File: src/rtl/ro_pair_counter_if.sv
// Request/response bus between the challenge/response controller and the
// RO pair counter. The controller is the master; the counter is the slave.
interface ro_pair_counter_if #(
  parameter int CNT_W = 16
);
  logic             start;
  logic [3:0]       challenge;
  logic             busy;
  logic             resp_valid;
  logic             resp_ready;
  logic             resp_bit;
  logic             tie;
  logic             sat;
  logic [CNT_W-1:0] cnt_a;
  logic [CNT_W-1:0] cnt_b;

  modport master (
    output start, challenge, resp_ready,
    input  busy, resp_valid, resp_bit, tie, sat, cnt_a, cnt_b
  );

  modport slave (
    input  start, challenge, resp_ready,
    output busy, resp_valid, resp_bit, tie, sat, cnt_a, cnt_b
  );
endinterface

File: src/rtl/ro_pair_counter.sv
// RO pair counter: drives a challenge and enable into two RO slices, counts
// synchronized rising edges of each oscillator over a fixed window, compares
// the two counts and returns one response bit over a valid/ready handshake.
//
// state   | meaning
// --------+--------------------------------------------------------------
// IDLE    | waiting for start; challenge outputs and results are 0
// SETTLE  | ROs enabled, letting them stabilise; counters held at 0
// COUNT   | window open; each detected edge increments its counter
// COMPARE | ROs disabled; final counts compared and loaded into results
// DONE    | response valid, held until resp_valid & resp_ready
module ro_pair_counter #(
  parameter int CNT_W       = 16,
  parameter int WINDOW      = 1024,
  parameter int SETTLE      = 16,
  parameter int SYNC_STAGES = 2
) (
  input  logic             clk,
  input  logic             rst,
  ro_pair_counter_if.slave bus,
  input  logic             ro_a,
  input  logic             ro_b,
  output logic             ro_en,
  output logic             sel_a,
  output logic             bx_a,
  output logic             sel_b,
  output logic             bx_b
);

  localparam int TMR_MAX = (WINDOW > SETTLE) ? WINDOW : SETTLE;
  localparam int TMR_W   = $clog2(TMR_MAX + 1);

  typedef enum logic [2:0] {
    S_IDLE,
    S_SETTLE,
    S_COUNT,
    S_COMPARE,
    S_DONE
  } state_t;

  state_t state, state_nxt;

  logic [TMR_W-1:0]       tmr;
  logic                   tmr_tc;
  logic [SYNC_STAGES-1:0] sync_a, sync_b;
  logic                   prev_a, prev_b;
  logic                   edge_a, edge_b;
  logic [CNT_W-1:0]       run_a, run_b;
  logic                   sat_run;
  logic [3:0]             chal;
  logic                   res_bit, res_tie, res_sat;
  logic [CNT_W-1:0]       res_cnt_a, res_cnt_b;
  logic                   busy_c, valid_c;

  assign tmr_tc = (tmr == '0);
  assign edge_a = sync_a[SYNC_STAGES-1] & ~prev_a;
  assign edge_b = sync_b[SYNC_STAGES-1] & ~prev_b;

  // State register.
  always_ff @(posedge clk) begin
    if (rst) state <= S_IDLE;
    else     state <= state_nxt;
  end

  // Next-state and state-decoded outputs.
  always_comb begin
    state_nxt = state;
    ro_en     = 1'b0;
    busy_c    = 1'b1;
    valid_c   = 1'b0;
    case (state)
      S_IDLE: begin
        busy_c = 1'b0;
        if (bus.start) state_nxt = S_SETTLE;
      end
      S_SETTLE: begin
        ro_en = 1'b1;
        if (tmr_tc) state_nxt = S_COUNT;
      end
      S_COUNT: begin
        ro_en = 1'b1;
        if (tmr_tc) state_nxt = S_COMPARE;
      end
      S_COMPARE: state_nxt = S_DONE;
      S_DONE: begin
        valid_c = 1'b1;
        if (bus.resp_ready) state_nxt = S_IDLE;
      end
      default: state_nxt = S_IDLE;
    endcase
  end

  // Phase timer: down-counter reloaded per phase, terminal count at zero.
  always_ff @(posedge clk) begin
    if (rst) begin
      tmr <= '0;
    end else begin
      case (state)
        S_IDLE:   if (bus.start) tmr <= TMR_W'(SETTLE - 1);
        S_SETTLE: tmr <= tmr_tc ? TMR_W'(WINDOW - 1) : tmr - 1'b1;
        S_COUNT:  if (!tmr_tc) tmr <= tmr - 1'b1;
        default:  tmr <= '0;
      endcase
    end
  end

  // Synchronizer chains plus one delay flop each for rising-edge detection.
  always_ff @(posedge clk) begin
    if (rst) begin
      sync_a <= '0;
      sync_b <= '0;
      prev_a <= 1'b0;
      prev_b <= 1'b0;
    end else begin
      sync_a <= {sync_a[SYNC_STAGES-2:0], ro_a};
      sync_b <= {sync_b[SYNC_STAGES-2:0], ro_b};
      prev_a <= sync_a[SYNC_STAGES-1];
      prev_b <= sync_b[SYNC_STAGES-1];
    end
  end

  // Challenge capture, saturating edge counters and result registers.
  always_ff @(posedge clk) begin
    if (rst) begin
      chal      <= '0;
      run_a     <= '0;
      run_b     <= '0;
      sat_run   <= 1'b0;
      res_bit   <= 1'b0;
      res_tie   <= 1'b0;
      res_sat   <= 1'b0;
      res_cnt_a <= '0;
      res_cnt_b <= '0;
    end else begin
      case (state)
        S_IDLE: if (bus.start) chal <= bus.challenge;
        S_SETTLE: begin
          run_a   <= '0;
          run_b   <= '0;
          sat_run <= 1'b0;
        end
        S_COUNT: begin
          if (edge_a && (run_a != '1)) run_a <= run_a + 1'b1;
          if (edge_b && (run_b != '1)) run_b <= run_b + 1'b1;
          sat_run <= sat_run | (edge_a & (&run_a)) | (edge_b & (&run_b));
        end
        S_COMPARE: begin
          res_cnt_a <= run_a;
          res_cnt_b <= run_b;
          res_bit   <= (run_a > run_b);
          res_tie   <= (run_a == run_b);
          res_sat   <= sat_run;
        end
        S_DONE: begin
          if (bus.resp_ready) begin
            chal      <= '0;
            res_bit   <= 1'b0;
            res_tie   <= 1'b0;
            res_sat   <= 1'b0;
            res_cnt_a <= '0;
            res_cnt_b <= '0;
          end
        end
        default: ;
      endcase
    end
  end

  assign bus.busy       = busy_c;
  assign bus.resp_valid = valid_c;
  assign bus.resp_bit   = res_bit;
  assign bus.tie        = res_tie;
  assign bus.sat        = res_sat;
  assign bus.cnt_a      = res_cnt_a;
  assign bus.cnt_b      = res_cnt_b;

  assign bx_a  = chal[0];
  assign sel_a = chal[1];
  assign bx_b  = chal[2];
  assign sel_b = chal[3];

endmodule

File: src/flat_wrapper.sv
// flat-port wrapper written by rule: the top's interface ports become plain ports
module ro_pair_counter_flat 
#(
  parameter int CNT_W       = 16,
  parameter int WINDOW      = 1024,
  parameter int SETTLE      = 16,
  parameter int SYNC_STAGES = 2
)
  (clk, rst, ro_a, ro_b, ro_en, sel_a, bx_a, sel_b, bx_b, bus_start, bus_challenge, bus_resp_ready, bus_busy, bus_resp_valid, bus_resp_bit, bus_tie, bus_sat, bus_cnt_a, bus_cnt_b);
  ro_pair_counter_if #(.CNT_W(CNT_W)) bus_i ();
  input  logic clk;
  input  logic rst;
  input  logic ro_a;
  input  logic ro_b;
  output logic ro_en;
  output logic sel_a;
  output logic bx_a;
  output logic sel_b;
  output logic bx_b;
  input wire logic [$bits(bus_i.start)-1:0] bus_start;
  input wire logic [$bits(bus_i.challenge)-1:0] bus_challenge;
  input wire logic [$bits(bus_i.resp_ready)-1:0] bus_resp_ready;
  output wire logic [$bits(bus_i.busy)-1:0] bus_busy;
  output wire logic [$bits(bus_i.resp_valid)-1:0] bus_resp_valid;
  output wire logic [$bits(bus_i.resp_bit)-1:0] bus_resp_bit;
  output wire logic [$bits(bus_i.tie)-1:0] bus_tie;
  output wire logic [$bits(bus_i.sat)-1:0] bus_sat;
  output wire logic [$bits(bus_i.cnt_a)-1:0] bus_cnt_a;
  output wire logic [$bits(bus_i.cnt_b)-1:0] bus_cnt_b;
  assign bus_i.start = bus_start;
  assign bus_i.challenge = bus_challenge;
  assign bus_i.resp_ready = bus_resp_ready;
  assign bus_busy = bus_i.busy;
  assign bus_resp_valid = bus_i.resp_valid;
  assign bus_resp_bit = bus_i.resp_bit;
  assign bus_tie = bus_i.tie;
  assign bus_sat = bus_i.sat;
  assign bus_cnt_a = bus_i.cnt_a;
  assign bus_cnt_b = bus_i.cnt_b;
  ro_pair_counter #(.CNT_W(CNT_W), .WINDOW(WINDOW), .SETTLE(SETTLE), .SYNC_STAGES(SYNC_STAGES)) u_core (.clk(clk), .rst(rst), .bus(bus_i), .ro_a(ro_a), .ro_b(ro_b), .ro_en(ro_en), .sel_a(sel_a), .bx_a(bx_a), .sel_b(sel_b), .bx_b(bx_b));
endmodule
File: config.mk
export PLATFORM = sky130hd
export DESIGN_NAME = ro_pair_counter_flat
export DESIGN_NICKNAME = d
export VERILOG_FILES = /design/src/rtl/ro_pair_counter_if.sv /design/src/rtl/ro_pair_counter.sv /design/src/flat_wrapper.sv
export SDC_FILE = /design/constraint.sdc
export NUM_CORES = 1
export LEC_CHECK = 0
export ABC_AREA = 1
export CORE_AREA = 4 4 105 107
export DETAILED_ROUTE_END_ITERATION = 16
export DIE_AREA = 0 0 109 111
export PLACE_DENSITY_LB_ADDON = 0.08
export SKIP_CTS_REPAIR_TIMING = 1
export SYNTH_ARGS = -nofsm -noshare
export SYNTH_HDL_FRONTEND = slang
export SYNTH_SLANG_ARGS = --single-unit
File: constraint.sdc
create_clock -name clk -period 1.7 [get_ports clk]
set_input_delay 0.51 -clock clk [delete_from_list [all_inputs] [get_ports clk]]
set_output_delay 0.51 -clock clk [all_outputs]
set_load 0.02 [all_outputs]
-- Word-level counts from Yosys, hierarchy flattened
Cells that the tools add are included.
- flip-flop bits (word level): 92
- bits of input ports: 10
- output and inout bits: 42
- word-level logic and storage cells: 84
- $add $sub $neg: 3
- magnitude comparators: 1
- equality and inequality tests: 14
- mux-type cells: 27
- bitwise operators: 8
- reductions and logical operators: 16
- operators by type and width (operator ; number):
    $pmux 16 s2 ; 4
    $mux 16 ; 3
    $mux 11 ; 3
    $pmux 11 s3 ; 1
    $add 16x1->16 const B ; 2
    $ne 16x16->1 const B ; 2
    $reduce_and 16->1 ; 2
    $eq 16x16->1 ; 1
    $gt 16x16->1 ; 1
    $pmux 3 s5 ; 1
    $mux 3 ; 4
    $logic_not 11->1 ; 1
    $sub 11x1->11 const B ; 1
    $mux 4 ; 2
    $ne 2x1->1 const B ; 4
    $pmux 1 s2 ; 4
    $pmux 4 s2 ; 1
    $reduce_and 2->1 ; 4
    $eq 3x2->1 const B ; 2
    $ne 2x2->1 const B ; 3
    $reduce_bool 2->1 ; 3
    $and 1x1->1 ; 4
    $mux 1 ; 4
    $reduce_and 4->1 ; 1
    other kinds (8) ; 11

-- Depth between registers and ports, before layout
- depth in word-level cells: 6
- mapped depth: 13
- depth with buffers taken out: 13

-- Least setup slack after synthesis
OpenSTA, ideal clock, no wires.
- path type: reg-to-reg
- start point: register u_core.run_b[0]
- end point: register u_core.run_b[15]
- setup time: 0.115 ns
- data arrival time: 1.502 ns
- required time: 1.585 ns
- path slack: 0.083 ns
- stages on the path, launching flop included: 12
- path buffers: 1
- clock period less this slack: 1.617 ns
- cells stage by stage: dfxtp_1 -> ha_1 -> nand2_1 -> nor2_4 -> nand2_2 -> nor2_2 -> nand2_2 -> nand2_2 -> nand2_4 -> buf_6 -> a21oi_1 -> nor2_1
- cells in the longest elaborated chain, start to end: 4
- elaborated cells between the ends (all ways): 7
- classes of those cells: 1 x add/sub; 2 x eq/ne; 2 x mux; 2 x reduce/logical
- RTL lines (item ; RTL line ; RTL):
    start, declared ; ro_pair_counter.sv:48 ; logic [CNT_W-1:0] run_a, run_b;
    start signal, assigned ; ro_pair_counter.sv:144 ; if (edge_b && (run_b != '1)) run_b <= run_b + 1'b1;
    parallel branches: the longest is 4 deep, another holds $add 16x1->16 ; - ;
Parallel ways; which one is timed is not known. The select of a mux whose other input is x is not followed.
A chain may end at the register's enable or synchronous reset.

-- Worst setup path in the final report
- start point: register u_core.state[1]
- end point: output ro_en
- cells in the longest elaborated chain, start to end: 3
- elaborated cells between the ends (all ways): 4
- classes of those cells: 2 x eq/ne; 1 x mux; 1 x reduce/logical
- RTL lines (item ; RTL line ; RTL):
    start, declared ; ro_pair_counter.sv:41 ; state_t state, state_nxt;
    start signal, assigned ; ro_pair_counter.sv:62 ; else state <= state_nxt;
    $eq 3x1->1 / $eq 3x2->1 (equally long branches) ; ro_pair_counter.sv:71 ; case (state)
    $reduce_or 2->1 (no source line) * ; - ;
    $mux 1 * ; ro_pair_counter.sv:71 ;
    end, declared ; flat_wrapper.sv:15 ; output logic ro_en;
Mark *: on every way between the ends. The rest lies on a longest branch, timed or not.

==> impl_results.md <==
* Status: complete, but fails checks
* Failing checks: negative setup slack
* First-pass GRT wire length at 21200 um
* Clock power frac at 20.0%
* Tmin final at 1740 ps
* Worst Path Arrival at 1230 ps
* Final Skew at 6.90 ps
* Fin crit share at 103%
* Mapped Nets at 730
* Slew Limit Fails at 0
* Post-placement setup slack at -115 ps
* Mapped Avg Cell Area at 6.89 um^2
* Vias per cell at 5.26
* Commonest non-fill, non-tap cells in the layout: 173 x nand2_1, 87 x nor2_1, 81 x dfxtp_1, 77 x a21oi_1, 61 x inv_1
* Gp weighted congestion at 0.899
* Number of stages on the worst hold path at 2
* Unrepaired setup endpoints after global routing: yes
* Nets@finish at 815
* Crit path max fanout at 4
* First DRT Iteration DRCs at 330
* Vias in the first global route at 4315
* Gate Count Post-Synth at 700
* Worst-margin pin slew at 376 ps
* Post-DRT Antenna Nets at 0
* Detailed-route via count at 4871
* Largest net degree at the start of global routing at 68
* H-tree levels at 3
* Final hold viol count at 0
* Ys Warns at 0
* Starting Density at 47.6%
* Layout Cells excl Fill at 926
* Root Buffer: clkbuf_8
* Post-Synth Simple-Gate Area at 34.2%
* Net Sw Frac at 42.0%
* Port bufs at 51
* Most common cell after layout, fill and taps aside: nand2_1
* Sequential fraction of the synthesis area at 38.2%
* Async S/R FF share, synth at 0%
* Ys flop type: dfxtp_1
* Placed cells at 906
* Clk pin slew, worst setup/hold paths at 90 ps
* Die height at 111 um
* Unique cell type count in the Yosys netlist at 29
* Switch Pwr at 3.05 mW
* Post-layout instance area at 0.00622 mm^2
* Remaining DRCs at 0
* Worst r2r path cells at 10
* CTS Buf Count at 9
* Share of post-route cells with drive strength above 1 at 16.5%
* Synth Area in Adders at 5.19%
* Mapped Area at 0.00482 mm^2
* DPL Wire Length at 9540 um
* Die area at 0.0121 mm^2
* Fin worst setup slack at -43.7 ps
* Core Region at 0.0101 mm^2
* Number of flops mapped to enable cells by yosys at 0
* Largest family of logic cells by synthesized area: simple AND/OR/NAND/NOR gates
* Area Overhead vs Synth at 29.1%
* Post-Synth XOR/XNOR Area at 2.00%
* Initial DRT Pass Iterations at 6
* Setup crit end kind: output port
* Post-synthesis compound-gate area fraction at 11.8%
* Diodes inserted at 0
* GRT Total Usage at 21.9%
* Die span in x at 109 um
* Sequential Power Share at 34.8%
* Area after DPL at 0.00575 mm^2
* DRT Wirelength at 13600 um
* Pleak at 3.17 nW
* Initial antenna violation count at 0
* CTS tree: done
* Setup CP Type: register to output port
* Int Pwr at 4.21 mW
* Cell Pwr Density at 1170 mW/mm^2
* GRT overflow at 0
* Multiplexer area fraction after synthesis at 0%
* Num rows at 37
* Max-cap violations at 0
* Synth top area cells: dfxtp_1 38%, nand2_1 14%, a21oi_1 8.8%
* VDD IR max at 0.578 mV
* Hold/Removal Path Class: register to register
* Post-synth top area share at 38.2%
* Flops & latches, synth at 92
* Setup Viol. Count Final at 2
* Worst endpoint required time at 1190 ps
* Deepest clock path buffer count at 2
* Relative slew slack at 74.7%
* Worst setup SP type: register
* DR WL/cell at 14.7 um
* Area leader, netlist: dfxtp_1
* IO Count at 52
* Fmax achieved at 574 MHz
* Worst-Skew Late Latency at 380 ps
* Combinational cell fraction of total power at 45.2%
* CTS Sinks at 92
## synthesized netlist by cell type, types with 3 or more instances
| library cell | number |
|---|---|
| nand2_1 | 174 |
| dfxtp_1 | 92 |
| nor2_1 | 90 |
| a21oi_1 | 85 |
| inv_1 | 63 |
| nand3_1 | 43 |
| nand4_1 | 38 |
| ha_1 | 20 |
| clkbuf_1 | 17 |
| o21ai_0 | 17 |
| xor2_1 | 8 |
| buf_2 | 5 |
| buf_6 | 5 |
| inv_2 | 5 |
| nand2_2 | 5 |
| nand3_2 | 5 |
| nor3_1 | 5 |
| a21oi_2 | 4 |
| nor2_2 | 3 |
| xnor2_1 | 3 |
## layer usage
layer  GRT usage, %  part of all wire (%)  vias to the layer above
li1               -                     -                     2465
met1           30.2                    47                     2241
met2           33.4                    46                      144
met3           5.71                   5.8                       21
met4           6.73                   1.6                        0
met5              0                     0                        -
## registers in the layout, summed over array words and instances (netlist names)
name,cells
u_core.chal,4
u_core.prev_a,1
u_core.tmr,11
u_core.sync_b,2
u_core.bus.cnt_a,16
u_core.sync_a,2
u_core.run_b,16
u_core.sat_run,1
u_core.prev_b,1
u_core.bus.cnt_b,16
u_core.bus.tie,1
u_core.bus.resp_bit,1
u_core.run_a,16
u_core.bus.sat,1
u_core.state,3
## cells by family (layout without fill, tap and decap cells)
family	count (synthesis)	in the layout
and+or+nand+nor	370	373
AOI/OAI and AO/OA	110	110
xor gates and xnor gates	11	11
DFF	92	92
adders and majority gates	20	20
buffers and inverters	97	184
## power by group through the flow
| stage | Sequential, mW | Clock, mW | Combinational [mW] |
|---|---|---|---|
| global placement | 2.54 | 0 | 2.93 |
| finish | 2.52 | 1.45 | 3.28 |
| detailed placement | 2.55 | 0 | 3.00 |
| global route | 2.55 | 1.58 | 3.61 |
| floorplan | 2.54 | 0 | 2.06 |
| CTS | 2.50 | 1.50 | 3.01 |
## final timing paths
path,slack [ps],start,to
worst max-delay path,-40,u_core.state[1]$_SDFFE_PP0P_,ro_en
worst min-delay path,410,u_core.sync_a[0]$_SDFF_PP0_,u_core.sync_a[1]$_SDFF_PP0_
worst max register to register,60,u_core.run_b[1]$_SDFFE_PP0P_,u_core.run_b[10]$_SDFFE_PP0P_
worst min register to register,410,u_core.sync_a[0]$_SDFF_PP0_,u_core.sync_a[1]$_SDFF_PP0_
## per-stage QoR
step | setup TNS, ps | hold WS [ps] | utilization (%) | total power, mW
after floorplan | 0 | 388 | - | 4.60
after global placement | -189 | 391 | 56.7 | 5.47
after detailed placement | -692 | 401 | 56.7 | 5.55
after CTS | -7680 | 415 | 58.5 | 7.01
after global routing | -604 | 448 | 61.4 | 7.74
final | -86.1 | 408 | 61.4 | 7.25
## area by class of cell
cell class / count / area [um^2]
Timing Repair Buffer: 100 / 1020
Multi-Input combinational cell: 514 / 2740
Fill cell: 943 / 3910
Inverter: 68 / 255
Clock buffer: 12 / 135
Sequential cell: 92 / 1860
Tap cell: 136 / 170
Clock inverter: 4 / 48.8
## critical path, stage by stage (launching register included)
cell,delay (ps)
dfxtp_2,360
inv_1,110
nand3_2,90
nand2_1,110
clkbuf_2,180
No activity file was read; power rests on OpenSTA's default activity.
